[config.mk]
export PLATFORM = sky130hd
export DESIGN_NAME = tehb_fifo
export DESIGN_NICKNAME = d
export VERILOG_FILES = /design/src/rtl/tehb_fifo.sv
export SDC_FILE = /design/constraint.sdc
export NUM_CORES = 1
export LEC_CHECK = 0
export CAP_MARGIN = 20
export CORE_ASPECT_RATIO = 0.5
export CORE_UTILIZATION = 59
export DETAILED_ROUTE_END_ITERATION = 10
export PLACE_DENSITY_LB_ADDON = 0.05
export SLEW_MARGIN = 20
export SYNTH_ARGS = -nofsm -noshare
export SYNTH_HDL_FRONTEND = slang
export SYNTH_SLANG_ARGS = --single-unit
[constraint.sdc]
create_clock -name clk -period 3.3 [get_ports clk]
set_clock_uncertainty 0.1 [all_clocks]
set_input_delay 0.99 -clock clk [delete_from_list [all_inputs] [get_ports clk]]
set_output_delay 0.99 -clock clk [all_outputs]
set_load 0.1 [all_outputs]
[src/rtl/tehb_fifo.sv]
// Multi-slot transparent elastic buffer: cuts the ready path with a circular store,
// while valid/data bypass combinationally whenever the store is empty.
module tehb_fifo #(
    parameter int unsigned NUM_SLOTS = 4,
    parameter int unsigned DATA_TYPE = 32
) (
    input  logic                 clk,
    input  logic                 rst,
    input  logic [DATA_TYPE-1:0] ins,
    input  logic                 ins_valid,
    output logic                 ins_ready,
    output logic [DATA_TYPE-1:0] outs,
    output logic                 outs_valid,
    input  logic                 outs_ready
);

    localparam int unsigned PtrW = (NUM_SLOTS > 1) ? $clog2(NUM_SLOTS) : 1;
    localparam int unsigned CntW = $clog2(NUM_SLOTS + 1);
    localparam logic [PtrW-1:0] LastPtr = PtrW'(NUM_SLOTS - 1);
    localparam logic [CntW-1:0] FullCnt = CntW'(NUM_SLOTS);

    logic [DATA_TYPE-1:0] mem_q [NUM_SLOTS];
    logic [PtrW-1:0]      head_q, head_d;
    logic [PtrW-1:0]      tail_q, tail_d;
    logic [CntW-1:0]      count_q, count_d;
    logic                 empty, full;
    logic                 wr_en, rd_en;

    assign empty = (count_q == '0);
    assign full  = (count_q == FullCnt);

    // ins_ready must see registered state only, never outs_ready.
    assign ins_ready  = ~full;
    assign outs_valid = ~empty | ins_valid;
    assign outs       = empty ? ins : mem_q[head_q];

    // A bypassed token (empty and consumer ready) is never stored.
    assign wr_en = ins_valid & ~full & ~(empty & outs_ready);
    assign rd_en = outs_ready & ~empty;

    always_comb begin
        head_d  = head_q;
        tail_d  = tail_q;
        count_d = count_q;
        if (rd_en) begin
            head_d = (head_q == LastPtr) ? '0 : head_q + PtrW'(1);
        end
        if (wr_en) begin
            tail_d = (tail_q == LastPtr) ? '0 : tail_q + PtrW'(1);
        end
        unique case ({wr_en, rd_en})
            2'b10:   count_d = count_q + CntW'(1);
            2'b01:   count_d = count_q - CntW'(1);
            default: count_d = count_q;
        endcase
    end

    always_ff @(posedge clk or posedge rst) begin
        if (rst) begin
            head_q  <= '0;
            tail_q  <= '0;
            count_q <= '0;
        end else begin
            head_q  <= head_d;
            tail_q  <= tail_d;
            count_q <= count_d;
        end
    end

    // Payload storage is deliberately left unreset.
    always_ff @(posedge clk) begin
        if (wr_en) begin
            mem_q[tail_q] <= ins;
        end
    end

endmodule

; ---- Yosys cells after proc, flatten, opt, wreduce, memory -nomap -nowiden
; Memory sizes are Yosys's and may differ from the RTL's.
; Cells that the tools add are included.
[word_totals]
out_inout_bits = 34
in_bits = 36
word_cells = 29
ramBits = 128
memories = 1
regBits = 7
[memory_table]
columns = name, words, word_bits, read_ports, rd_clocked_by_memory_dff, wr, line_no
row1 = mem_q, 4, 32, 1, 0, 1, 22  ; logic [DATA_TYPE-1:0] mem_q [NUM_SLOTS];
[op_classes]
bitwise_logic = 8
add_sub_neg = 4
muxes = 6
eq_ne = 5
reduce_logical = 2
[ops]
columns = op, count
row1 = 2-to-1 mux 32 bit, 1
row2 = "== test 2 bit, second input constant", 3
row3 = case mux 3 bit (2 select lines), 1
row4 = "adder 2 x 1 -> 2 bit, second input constant", 2
row5 = bitwise AND 1 bit, 4
row6 = 2-to-1 mux 2 bit, 2
row7 = "adder 3 x 1 -> 3 bit, second input constant", 1
row8 = "== test 3 bit, second input constant", 1
row9 = zero test 3 bit, 1
row10 = inverter 1 bit, 3
row11 = "subtractor 3 x 1 -> 3 bit, second input constant", 1
row12 = "== test 2 x 1 -> 1 bit, second input constant", 1
row13 = 2-to-1 mux 1 bit, 2
row14 = nonzero test 2 bit, 1
row15 = bitwise OR 1 bit, 1

; ---- Logic depth before layout (Yosys ltp)
[logic_depth]
word_depth = 6
ltp_mapped = 9
depth_no_buf = 9

; ---- Worst setup path before layout
; OpenSTA, ideal clock, no wires.
[synth_timing]
path_kind = input-to-output
from = in ins_valid
to = out outs_valid
cell_stages = 1
t_arrival_ns = 1.741
required_ns = 2.210
path_buffers = 0
setup_slack_ns = 0.469
path_cell_list = nand2b_1
[synth_via]
elab_chain_cells = 1
[synth_lines]
columns = element, line_no
row1 = start: declaration, 10  ; input logic ins_valid,
row2 = bitwise OR 1 bit, 34  ; assign outs_valid = ~empty | ins_valid;
row3 = end: declaration, 13  ; output logic outs_valid,
; No other way between the ends.

; ---- Worst setup path after layout
[layout_timing]
from = reg head_q[0]
to = out outs[0]
[layout_via]
elab_chain_cells = 2
[layout_lines]
columns = element, line_no
row1 = start: declaration, 23  ; logic [PtrW-1:0] head_q, head_d;
row2 = start signal: assignment, 60  ; head_q <= '0;
row3 = start signal: assignment, 64  ; head_q <= head_d;
row4 = memory (4 x 32 bit), n/a
row5 = 2-to-1 mux 32 bit, 35  ; assign outs = empty ? ins : mem_q[head_q];
row6 = end: declaration, 12  ; output logic [DATA_TYPE-1:0] outs,
; No other way between the ends.

==> Implementation_results.wiki <==
{| class="wikitable"
! Metric !! Value
|-
| Total number of H-tree levels || 4
|-
| Xor-xnor portion of the synthesized cell area || less than 1%
|-
| Worst min path class || reg -> reg
|-
| R2R Path End || count_q[2]
|-
| Number of different library cells in the post-synthesis netlist || 21
|-
| Number of antenna violations at the first check in global routing || 0
|-
| Internal reg-to-reg setup slack || ~0.95 ns
|-
| Kind of critical path || reg -> out
|-
| Dominant combinational cell family by area after synthesis || multiplexers
|-
| Most frequent cells after synthesis || sky130_fd_sc_hd__edfxtp_1, sky130_fd_sc_hd__mux2_2, sky130_fd_sc_hd__mux4_2, sky130_fd_sc_hd__dfrtp_1, sky130_fd_sc_hd__inv_1
|-
| Hold path endpoint || count_q[2]
|-
| Startpoint of the tightest hold check path || count_q[2]
|-
| Max-capacitance violation count || 0
|-
| Placeable core area || 0.00886 sq mm
|-
| Overall fraction of global-route tracks in use || 24.0%
|-
| Maximum root-to-sink buffer count || 2
|-
| Transition at the pin with the smallest max-transition slack || 0.937 ns
|-
| Number of global-route vias before repair || between 2,000 and 3,000
|-
| Final worst-path setup slack || between 0.1 and 0.15 ns
|-
| Mean Syn Cell Area || 22.3 sq um
|-
| Placer congestion estimate || 0.696
|-
| Proportion of synthesized area in mux cells || 21.0%
|-
| Placed insts || 426
|-
| EDFF count, synth || 128
|-
| Clk slew on worst S/H paths || 0.05 ns
|-
| Yosys warnings || 0
|-
| Simple-gate area share of the yosys netlist || 1.24%
|-
| Setup Viol. Count Final || 0
|-
| Pin count of the biggest net entering global routing || 33
|-
| Detail-routed via count per cell || 5.85
|-
| Residual overflow from global routing || 0
|-
| Total count of max-transition violations in the final report || 0
|-
| Area enclosed by the die boundary || 0.00968 sq mm
|-
| Headroom to the max-slew limit || 37.5%
|-
| Total of cells resized after clock tree synthesis || 0
|-
| Area after detailed placement || 0.00663 sq mm
|-
| Startpoint kind of the worst setup timing path || flop
|-
| Setup repair after global routing missed its margin || false
|-
| Later-pin clock latency in the skew report || 0.40 ns
|-
| Routed Wire Length || 10,200 microns
|-
| Layout Cells excl Fill || between 400 and 500
|-
| Wire length of the first global-routing pass || 16,200 microns
|-
| Share of flip-flops with an asynchronous set or reset after synthesis || 5.19%
|-
| Area Overhead vs Synth || 32.0%
|-
| Cell Area, Synth || about 0.0055 sq mm
|-
| Final Cycle Share || 96.3%
|-
| Worst slack at placement || 0.167 ns
|-
| Post-CTS repair timing setup buffer count || 0
|-
| Largest area contributor in the synthesized netlist || sky130_fd_sc_hd__edfxtp_1
|-
| Critical path required time || 2.21 ns
|-
| Fraction of the mapped netlist area in adder cells || 1.74%
|-
| CTS Hold Bufs || 0
|-
| Synthesized Nets || ~290
|-
| Clock buffers created by TritonCTS || 17
|-
| First-pass iteration count of the detailed router || 7
|-
| Total negative slack || 0 ns
|-
| Commonest register cell after synthesis || sky130_fd_sc_hd__edfxtp_1
|-
| FF+latch count, synth || 135
|-
| Detailed Route Iter0 Violations || 239
|-
| Crit-path max FO || 23
|-
| Most instantiated library cell after synthesis || sky130_fd_sc_hd__edfxtp_1
|-
| CP Capture Type || output pin
|-
| Die extent in y || 70.1 microns
|-
| Proportion of synthesized chip area in sequential cells || 73.5%
|-
| Layout net count || 371
|-
| Effective utilization at floorplan || between 60% and 70%
|-
| Buffers on Ports || 69
|-
| Time the worst path needs with I/O delays and setup || 3.18 ns
|-
| Critical register-to-register path startpoint || count_q[0]
|-
| Non-Filler Cell Area, Final || about 0.0072 sq mm
|-
| Post-synthesis instance total || 245
|-
| Die width || 138 microns
|-
| Violations in the final reports || DRC
|-
| Final Hold Violating Endpoints || 0
|-
| Post-synthesis compound-gate area fraction || less than 1%
|-
| Vias after detailed routing || 2,681
|-
| Sinks on the clock net || 135
|-
| Share of post-route cells with drive strength above 1 || 39.6%
|-
| Average wire per cell in the routed design || 22.3 microns
|-
| Top cells by area in the synthesized netlist || sky130_fd_sc_hd__edfxtp_1, sky130_fd_sc_hd__mux4_2, sky130_fd_sc_hd__mux2_2, sky130_fd_sc_hd__dfrtp_1, sky130_fd_sc_hd__mux4_1
|-
| IO Pins || 70
|-
| Max Clk Rate || 315 MHz
|-
| Total inserted antenna cells || 0
|-
| FP Rows || 24
|-
| Detail Placement HPWL || 5690 microns
|-
| Proportion of netlist area held by the largest area contributor || between 70% and 80%
|-
| Number of antenna-violating nets in the routed design || 0
|-
| Cell count of the worst reg-to-reg path || 9
|-
| TritonCTS clock tree || yes
|-
| Outcome || finished, violations left
|-
| Post-route DRC || 10
|-
| Number of instances on the worst hold path || 1
|-
| Clock tree root driver cell || sky130_fd_sc_hd__clkbuf_16
|-
| Critical Path AT || between 2 and 2.5 ns
|}
==> metrics by stage <==
step | util [%] | hold slack (ns)
after floorplan | - | 0.401
after global placement | 74.8 | 0.443
after detailed placement | 74.8 | 0.470
after CTS | 81.5 | 0.480
after global routing | 81.5 | 0.494
final | 81.5 | 0.483
==> cell usage in the layout (no fill, tap or decap), drive strengths merged, types with 2 or more instances in the layout <==
master / instances
mux2: 36
inv: 7
xor2: 2
bufinv: 4
mux4: 32
and2: 4
dfrtp: 7
clkbuf: 20
clkdlybuf4s50: 35
nor2: 4
edfxtp: 128
buf: 40
clkinv: 7
ha: 6
==> flip-flops by register name, indices dropped and copies added, names as in the netlist <==
| name | flops |
|---|---|
| mem_q | 128 |
| head_q | 2 |
| count_q | 3 |
| tail_q | 2 |
==> area by class of cell <==
class                      instances  area, sq um
inverter                           7         26.3
sequential                       135         4020
multi-input combinational         92         1360
fill                             420         1640
clock inverter                    12          158
tap                              117          146
clock buffer                      20          437
timing repair buffer              75         1080
==> layer usage <==
metal	global-route usage, %	vias to the layer above	wire length, microns
li1	-	1184	-
met1	32.0	1398	4500
met2	38.6	88	5170
met3	7.54	11	458
met4	7.62	0	102
met5	0	-	0
==> worst max-delay path, stage by stage (launching register included) <==
cell and delay (ns):
sky130_fd_sc_hd__dfrtp_2 0.38, sky130_fd_sc_hd__buf_12 0.22, sky130_fd_sc_hd__mux4_1 0.58, sky130_fd_sc_hd__mux2_2 0.32, sky130_fd_sc_hd__buf_12 0.18
==> how the worst max path moves through the flow <==
stage          cells after the start           end        from
6_report                           4       outs[0]   head_q[0]
5_1_grt                            4      outs[23]   head_q[0]
4_1_cts                            4       outs[0]   head_q[0]
3_5_place_dp                       4  mem_q[1][11]  outs_ready
3_3_place_gp                       3      outs[23]     ins[23]
2_1_floorplan                      1    outs_valid   ins_valid
==> logic make-up (layout without fill, tap and decap cells) <==
| family | Yosys count | count (layout) |
|---|---|---|
| XOR/XNOR | 3 | 3 |
| AO/OA/AOI/OAI | 1 | 1 |
| buffers and inverters | 18 | 114 |
| multiplexers | 69 | 69 |
| adder cells (fa/ha/maj) | 7 | 7 |
| flip-flops | 135 | 135 |
| AND/OR/NAND/NOR | 12 | 12 |
Power is left out: the tool's default activity adds up to more than one toggle a clock period on the data nets, which glitch-free logic cannot reach.
